[src/rtl/uart_tx_fifo_sequencer.sv]
// Drains bytes from the TX FIFO and hands them one at a time to the UART
// transmitter. Guards the FIFO read port against underflow and reports the
// sent-byte count and ack-timeout status to the register block.
module uart_tx_fifo_sequencer #(
  parameter int unsigned DATA_WIDTH  = 8,
  parameter int unsigned GAP_CYCLES  = 16,
  parameter int unsigned ACK_TIMEOUT = 64,
  parameter int unsigned CNT_WIDTH   = 16
) (
  input  logic                  clk,
  input  logic                  rst,
  input  logic                  en,
  input  logic                  clr_err,
  input  logic                  fifo_empty,
  output logic                  fifo_rd_en,
  input  logic [DATA_WIDTH-1:0] fifo_data,
  output logic                  tx_start,
  output logic [DATA_WIDTH-1:0] tx_data,
  input  logic                  tx_busy,
  output logic                  busy,
  output logic [CNT_WIDTH-1:0]  tx_count,
  output logic                  timeout_err
);

  localparam int unsigned AckW = $clog2(((ACK_TIMEOUT > 0) ? ACK_TIMEOUT : 1) + 1);
  localparam int unsigned GapW = $clog2(((GAP_CYCLES > 0) ? GAP_CYCLES : 1) + 1);

  typedef enum logic [2:0] {StIdle, StPop, StLatch, StStart, StSend, StGap} state_e;

  // Where a finished (or timed-out) byte goes: the gap is skipped entirely when it is zero.
  localparam state_e AfterTx = (GAP_CYCLES == 0) ? StIdle : StGap;

  state_e                state_q, state_d;
  logic [AckW-1:0]       ack_cnt_q, ack_cnt_d;
  logic [GapW-1:0]       gap_cnt_q, gap_cnt_d;
  logic                  fifo_rd_en_q, fifo_rd_en_d;
  logic                  tx_start_q, tx_start_d;
  logic [DATA_WIDTH-1:0] tx_data_q, tx_data_d;
  logic                  busy_q, busy_d;
  logic [CNT_WIDTH-1:0]  tx_count_q, tx_count_d;
  logic                  timeout_err_q, timeout_err_d;
  logic                  count_inc;
  logic                  timeout_set;
  logic                  gap_last;
  logic                  count_sat;

  assign gap_last  = (32'(gap_cnt_q) + 32'd1) >= GAP_CYCLES;
  assign count_sat = (tx_count_q == {CNT_WIDTH{1'b1}});

  // Next-state and next-output logic; every output is taken from a register below.
  always_comb begin
    state_d      = state_q;
    ack_cnt_d    = ack_cnt_q;
    gap_cnt_d    = gap_cnt_q;
    fifo_rd_en_d = 1'b0;
    tx_start_d   = 1'b0;
    tx_data_d    = tx_data_q;
    count_inc    = 1'b0;
    timeout_set  = 1'b0;

    unique case (state_q)
      StIdle: begin
        // tx_busy may be held by another source; never start under it.
        if (en && !fifo_empty && !tx_busy) begin
          fifo_rd_en_d = 1'b1;
          state_d      = StPop;
        end
      end
      StPop: begin
        state_d = StLatch;
      end
      StLatch: begin
        tx_data_d = fifo_data;
        state_d   = StStart;
      end
      StStart: begin
        if (tx_busy) begin
          count_inc = 1'b1;
          state_d   = StSend;
        end else if (ack_cnt_q == AckW'(ACK_TIMEOUT)) begin
          timeout_set = 1'b1;
          state_d     = AfterTx;
        end else begin
          ack_cnt_d  = ack_cnt_q + AckW'(1);
          tx_start_d = 1'b1;
        end
      end
      StSend: begin
        if (!tx_busy) begin
          state_d = AfterTx;
        end
      end
      StGap: begin
        if (gap_last) begin
          state_d = StIdle;
        end else begin
          gap_cnt_d = gap_cnt_q + GapW'(1);
        end
      end
      default: begin
        state_d = StIdle;
      end
    endcase

    // Both counters restart from zero on every state entry.
    if (state_d != state_q) begin
      ack_cnt_d = '0;
      gap_cnt_d = '0;
    end

    busy_d = (state_d != StIdle);

    // Clear beats a coincident increment; a coincident timeout beats the clear.
    if (clr_err) begin
      tx_count_d = '0;
    end else if (count_inc && !count_sat) begin
      tx_count_d = tx_count_q + CNT_WIDTH'(1);
    end else begin
      tx_count_d = tx_count_q;
    end

    if (timeout_set) begin
      timeout_err_d = 1'b1;
    end else if (clr_err) begin
      timeout_err_d = 1'b0;
    end else begin
      timeout_err_d = timeout_err_q;
    end
  end

  // State, counter and output registers with asynchronous active-low reset.
  always_ff @(posedge clk or negedge rst) begin
    if (!rst) begin
      state_q       <= StIdle;
      ack_cnt_q     <= '0;
      gap_cnt_q     <= '0;
      fifo_rd_en_q  <= 1'b0;
      tx_start_q    <= 1'b0;
      tx_data_q     <= '0;
      busy_q        <= 1'b0;
      tx_count_q    <= '0;
      timeout_err_q <= 1'b0;
    end else begin
      state_q       <= state_d;
      ack_cnt_q     <= ack_cnt_d;
      gap_cnt_q     <= gap_cnt_d;
      fifo_rd_en_q  <= fifo_rd_en_d;
      tx_start_q    <= tx_start_d;
      tx_data_q     <= tx_data_d;
      busy_q        <= busy_d;
      tx_count_q    <= tx_count_d;
      timeout_err_q <= timeout_err_d;
    end
  end

  assign fifo_rd_en  = fifo_rd_en_q;
  assign tx_start    = tx_start_q;
  assign tx_data     = tx_data_q;
  assign busy        = busy_q;
  assign tx_count    = tx_count_q;
  assign timeout_err = timeout_err_q;

endmodule

[config.mk]
export PLATFORM = sky130hd
export DESIGN_NAME = uart_tx_fifo_sequencer
export DESIGN_NICKNAME = d
export VERILOG_FILES = /design/src/rtl/uart_tx_fifo_sequencer.sv
export SDC_FILE = /design/constraint.sdc
export NUM_CORES = 1
export LEC_CHECK = 0
export ABC_CLOCK_PERIOD_IN_PS = 1880
export CAP_MARGIN = 20
export CORE_ASPECT_RATIO = 0.8
export CORE_MARGIN = 5
export CORE_UTILIZATION = 40
export DETAILED_ROUTE_END_ITERATION = 6
export PLACE_DENSITY_LB_ADDON = 0.1
export SETUP_SLACK_MARGIN = 0.2
export SYNTH_ARGS = -nofsm -noshare
export SYNTH_HDL_FRONTEND = slang
export SYNTH_SLANG_ARGS = --single-unit
[constraint.sdc]
create_clock -name clk -period 1.88 [get_ports clk]
set_input_delay 0.376 -clock clk [delete_from_list [all_inputs] [get_ports clk]]
set_output_delay 0.376 -clock clk [all_outputs]
set_load 0.02 [all_outputs]
==> results of run 1 <==
-- state kept, by name, summed over array words and instances (netlist names) --
signal       count
ack_cnt_q        7
busy             1
fifo_rd_en       1
gap_cnt_q        5
state_q          3
timeout_err      1
tx_count        16
tx_data          8
tx_start         1
-- how the worst max path moves through the flow --
stage	from	end	slack [ps]	cells after the start
after floorplan	tx_count[1]	tx_count[12]	130	7
after global placement	tx_busy	tx_count[6]	-190	5
after detailed placement	tx_busy	tx_count[11]	-220	5
after CTS	gap_cnt_q[0]	gap_cnt_q[2]	90	6
after global routing	gap_cnt_q[0]	gap_cnt_q[0]	120	7
final	gap_cnt_q[0]	gap_cnt_q[2]	180	6
-- per-layer routing --
| metal | wire, um | share of wire [%] | global-route usage [%] |
|---|---|---|---|
| met1 | 2686 | 49 | 22.14 |
| met5 | 0 | 0 | 0 |
| met4 | 57 | 1.0 | 3.890 |
| met3 | 339 | 6.1 | 5.641 |
| met2 | 2440 | 44 | 22.15 |
-- cell type report --
type,count,share of cell area [%]
diodes,1,0.07435
clock buffers,8,2.974
inverters,10,1.115
multi-input cells,164,38.55
flip-flops and latches,43,32.34
well taps,78,2.900
repair buffers,84,22.04
-- Yosys cell counts, types with 4 or more instances --
cell type	count	area [um2]
inv_1	10	37.54
and2_1	7	43.79
mux2_1	5	56.30
dfrtp_1	43	1076
o31ai_1	6	45.04
or4_1	7	52.55
nor2b_1	8	50.05
nand3_1	6	30.03
nand4_1	7	43.79
a21oi_1	13	65.06
o21ai_0	9	45.04
nand2_1	13	48.80
nor2_1	17	63.81
ha_1	4	50.05
mux2_2	7	78.83
xor2_1	4	35.03
-- through the flow --
stage | setup WS (ps) | instance area [um2] | hold WS [ps] | cells
3_3_place_gp | -188.7 | 3043 | 360.4 | 363
4_1_cts | 93.22 | 3141 | 44.82 | 372
6_report | 175.4 | 3366 | 42.57 | 388
5_1_grt | 115.9 | 3366 | 67.97 | 388
3_5_place_dp | -215.1 | 3043 | 367.8 | 363
2_1_floorplan | 130.8 | 2389 | 80.41 | 225
-- cells by family (layout without fill, tap and decap cells) --
logic type                 Yosys count  in the layout
xor gates and xnor gates             5              5
adders and majority gates            4              4
DFF                                 43             43
other                                0              1
and+or+nand+nor                     89             89
AOI/OAI and AO/OA                   51             51
buffers and inverters               18            102
muxes                               15             15
-- worst max-delay path: stages, from the launching register on --
cell,delay [ps]
dfrtp_2,450
ha_4,190
a31oi_4,220
a41oi_4,70
buf_6,170
or4_4,410
a21oi_2,130
-- cells in the final DEF, fill, tap and decap left out, types with 4 or more instances in the layout --
master and instances:
and2_1 7, buf_6 4, inv_1 10, buf_4 39, clkdlybuf4s50_1 15, o31ai_1 6
dfrtp_2 10, o21ai_0 9, nand3_1 6, mux2_1 4, nand2_1 13, a21oi_1 9
or4_1 6, nand4_1 7, nor2b_1 7, a21oi_2 5, mux2_2 7, dlymetal6s2s_1 8
dlygate4sd2_1 17, clkbuf_8 7, xor2_1 4, nor2_1 14, dfrtp_1 33
-- power by group --
part	switching (W)	internal [W]
clock	0.000315	0.000336
sequential	0.000102	0.00108
combinational	0.000641	0.000685
-- what timing repair did --
item / CTS / global route
endpoints found under the hold margin: 0 / 0
resized for setup: 21 / 35
gates cloned: 0 / 0
pin swaps: 4 / 17
setup endpoints to repair: 37 / 35
buffers inserted: 1 / 15
==> impl_metrics.py, run 1 <==
metrics = {
    "cells_and_area": {
        "nFillCells": 495,
        "final_nets": 326,
        "multi_input_area_um2": 1297,
        "seq_area_um2": 1089,
        "fin_util_pct": 60.59,
        "layout-drive-gt1-share_pct": 32.36,
        "area_delta_synth_final_pct": 44.86,
    },
    "clock_network": {
        "clock_path_buffers": 2,
        "ctsHoldBuffers": 0,
        "cts_tree": "built",
        "ctsHtreeMaxLevel": 2,
        "worstSkewPairLatency_ps": 290,
        "cts_buffers": 5,
        "cts_sinks": 43,
        "cts-root-buf": "clkbuf_8",
        "clkTransAtPathRegs_ps": 80,
    },
    "synthesis": {
        "synth-seq-cells": 43,
        "synth_top_family_by_area": "simple AND/OR/NAND/NOR gates",
        "ys.warnings.count": 0,
        "synth_compound_area_share_pct": 15.78,
        "synth_fa_ha_area_share_pct": 2.154,
        "synth-simple-area-share_pct": 22.89,
        "syn-cell-area_um2": 2323,
        "ys_seq_area_share_pct": 46.31,
        "synth_ff_type": "dfrtp_1",
        "syn_nets": 243,
        "synth_edf_count": 0,
        "synthMuxAreaShare_pct": 7.324,
        "netlist_instances": 225,
        "synth_xor_area_share_pct": 1.885,
        "synthArstFlopShare_pct": 100.0,
        "avgSynthCellArea_um2": 10.33,
        "yosysUniqueCellTypes": 58,
    },
    "grt": {
        "grt_start_max_net_pins": 25,
        "antenna_found_initial": 1,
        "overflow": 0,
        "grt_pass1_wl_mm": 9.142,
        "grtUsageTotal_pct": 15.49,
        "grt_pass1_vias": 1882,
    },
    "die": {
        "die_h_um": 78.17,
        "fp-row-count": 24,
        "die_w_um": 95.21,
        "io-pin-count": 42,
        "core_area_um2": 5555,
        "die_area_um2": 7443,
        "start_util_pct": 41.82,
    },
    "run": {
        "maxCapViolCount": 0,
    },
    "routing": {
        "drc_errors": 0,
        "drtIter0Drc": 105,
        "via_per_inst": 5.157,
        "wl_per_cell_um": 14.24,
        "firstDrtPassIters": 4,
        "wl_mm": 5.524,
        "ant_nets": 0,
        "vias": 2001,
    },
    "sta": {
        "rsz0062_at_grt": "true",
        "slew_violations": 0,
        "slew_headroom_pct": 68.71,
        "worst_pin_slew_ps": 464.4,
        "finalCriticalPeriod_ps": 1705,
        "final_hold_viol_count": 0,
        "clock_skew_ps": 8.491,
        "setup_tns_ps": 0,
        "fin_crit_sh_pct": 90.67,
        "setup_viol": 0,
        "fmax_ghz": 0.5867,
    },
    "critical_path": {
        "end_kind": "register",
        "crit_required_ps": 2110,
        "crit_arrival_ps": 1930,
        "r2r_start": "gap_cnt_q[0]",
        "ff2ff_setup_slack_ps": 180,
        "critPathMaxFanout": 6,
        "crit_type": "register to register",
        "r2r-end": "gap_cnt_q[2]",
        "start_kind": "register",
        "ff2ff_path_depth": 6,
    },
    "status": {
        "status": "finished clean",
    },
    "power_and_ir_drop": {
        "powerDensity_nw_per_um2": 940.1,
        "p_leak_nw": 1.539,
        "peakVddDrop_uv": 799.7,
        "p_total_w": 0.003164,
    },
    "placement": {
        "dpl.hpwl_mm": 4.041,
        "io_buffer_count": 41,
        "globalplace.congestion": 0.8101,
    },
    "worst_hold_path": {
        "hold_path_class": "input port to asynchronous set/reset pin",
    },
}
(Power assumes the default switching activity.)
==> run 2, diff against run 1 <==
--- a/config.mk
+++ b/config.mk
@@ -5,7 +5,7 @@
 export SDC_FILE = /design/constraint.sdc
 export NUM_CORES = 1
 export LEC_CHECK = 0
-export ABC_CLOCK_PERIOD_IN_PS = 1880
+export ABC_CLOCK_PERIOD_IN_PS = 1700
 export CAP_MARGIN = 20
 export CORE_ASPECT_RATIO = 0.8
 export CORE_MARGIN = 5
==> constraint.sdc (replaced) <==
create_clock -name clk -period 1.7 [get_ports clk]
set_input_delay 0.34 -clock clk [delete_from_list [all_inputs] [get_ports clk]]
set_output_delay 0.34 -clock clk [all_outputs]
set_load 0.02 [all_outputs]
==> impl_metrics.py, run 2 (synthesis results as in run 1) <==
metrics = {
    "status": {
        "status": "finished with violations",
        "violations": "setup timing",
    },
    "sta": {
        "rsz0062_at_grt": "true",
        "fin_ws_ps": -11.59,
        "fmax_ghz": 0.5843,
        "final_hold_viol_count": 0,
        "slew_violations": 0,
        "worst_pin_slew_ps": 462.9,
        "finalCriticalPeriod_ps": 1712,
        "slew_headroom_pct": 69.14,
        "fin_crit_sh_pct": 100.7,
        "clock_skew_ps": 4.628,
        "hold_slack_ps": 494.6,
        "setup_viol": 1,
    },
    "grt": {
        "gr-usage-met1_pct": 24.86,
        "grt_pass1_vias": 2136,
        "top_usage_layer": "met2",
        "grt_start_max_net_pins": 21,
        "grt_pass1_wl_mm": 10.28,
        "antenna_found_initial": 0,
        "use_met3_pct": 4.780,
        "overflow": 0,
        "grtUsageTotal_pct": 17.40,
        "use_met2_pct": 25.79,
    },
    "run": {
        "maxCapViolCount": 0,
    },
    "worst_hold_path": {
        "whs_endpoint": "timeout_err",
        "min_from": "timeout_err",
        "whs_path_depth": 1,
        "hold_path_class": "register to register",
    },
    "power_and_ir_drop": {
        "peakVddDrop_uv": 895.4,
        "p_leak_nw": 1.560,
        "powerDensity_nw_per_um2": 1073,
        "p_total_w": 0.003942,
    },
    "cells_and_area": {
        "layout_commonest_cell": "buf_4",
        "final_cell_mix": "41 x buf_4, 32 x dfrtp_1, 18 x dlygate4sd2_1, 16 x buf_6, 12 x nor2_1",
        "area_delta_synth_final_pct": 58.05,
        "multi_input_area_um2": 1448,
        "nFillCells": 427,
        "largest_register_ffs": 16,
        "antennaDiodeCount": 0,
        "final_nets": 342,
        "layout-drive-gt1-share_pct": 44.92,
        "seq_area_um2": 1090,
    },
    "critical_path": {
        "ff2ff_setup_slack_ps": -10,
        "crit_type": "register to register",
        "critPathMaxFanout": 3,
        "start_kind": "register",
        "end_kind": "register",
        "crit_arrival_ps": 1890,
        "r2r-end": "tx_count[11]",
        "r2r_start": "state_q[2]",
        "ff2ff_path_depth": 5,
        "crit_required_ps": 1880,
    },
    "routing": {
        "ant_nets": 0,
        "via_per_inst": 5.360,
        "wl_per_cell_um": 15.80,
        "wl_mm": 6.368,
        "firstDrtPassIters": 4,
        "drtIter0Drc": 98,
        "vias": 2160,
        "drc_errors": 0,
    },
    "placement": {
        "dp_worst_setup_slack_ps": -467.7,
        "dpl.hpwl_mm": 4.214,
        "io_buffer_count": 41,
        "globalplace.congestion": 0.7632,
    },
    "die": {
        "fp-row-count": 24,
        "die_area_um2": 7443,
        "start_util_pct": 41.82,
        "core_area_um2": 5555,
        "die_w_um": 95.21,
        "io-pin-count": 42,
        "die_h_um": 78.17,
    },
    "clock_network": {
        "clock_path_buffers": 2,
        "worstSkewPairLatency_ps": 300,
        "cts-root-buf": "clkbuf_8",
        "clkTransAtPathRegs_ps": 80,
        "cts_tree": "built",
        "cts_buffers": 5,
        "cts_sinks": 43,
        "ctsHtreeMaxLevel": 2,
    },
}
## run 2: changes by cell type in the layout (fill, tap and decap cells not counted), sizes merged
cell           change
buf               +17
bufinv             +2
clkbuf             +6
clkdlybuf4s15      +1
clkdlybuf4s50      -4
diode              -1
dlygate4sd2        +1
dlygate4sd3        +1
dlymetal6s2s       -8
## run 2: area by class of cell
cell class                      instances  area share, %
Inverter                               10          1.022
Sequential cell                        43          29.68
Multi-Input combinational cell        164          39.42
Tap cell                               78          2.658
Clock inverter                          2          1.635
Timing Repair Buffer                  100          23.61
Clock buffer                            6          1.976
## run 2: power by group
group          leakage, nW  switching, W  internal, W
logic                0.940      0.000831     0.000872
registers            0.555      0.000101      0.00120
clock network       0.0654      0.000354     0.000587
## run 2: worst max path at each step
stage                  from            to  depth (start not counted)
2_1_floorplan   tx_count[1]  tx_count[12]                          7
3_3_place_gp        tx_busy  tx_count[11]                          5
3_5_place_dp        tx_busy  tx_count[11]                          5
4_1_cts        gap_cnt_q[0]  gap_cnt_q[2]                          6
5_1_grt          state_q[2]  tx_count[11]                          5
6_report         state_q[2]  tx_count[11]                          5
## run 2: per-layer routing
metal  up-vias  part of all wire, %
li1       1041                    -
met2        72                   47
met5         -                    0
met1      1038                   46
met4         0                  1.6
met3         9                  5.8
## run 2: what timing repair did
action / in CTS / in global routing
buffers inserted: 10 / 10
endpoints found under the setup margin: 58 / 46
gates resized for setup: 59 / 60
hold endpoints to repair: 17 / 0
pin swaps: 11 / 14
hold buffers: 1 / 0
## run 2: per-stage QoR
stage | utilization [%] | setup TNS, ps | std cells | area, um2
after detailed placement | 56.87 | -7444 | 374 | 3159
after floorplan | - | -82.59 | 225 | 2414
after global routing | 66.10 | -481.4 | 403 | 3672
after global placement | 56.87 | -5924 | 374 | 3159
after CTS | 62.12 | 0 | 393 | 3451
final | 66.10 | -11.59 | 403 | 3672
## run 2: worst max-delay path, stage by stage (launching register included)
cell and delay, ps:
dfrtp_1 400, and4b_2 360, nand4_1 170, buf_4 180, nor3b_2 160, mux2_1 330
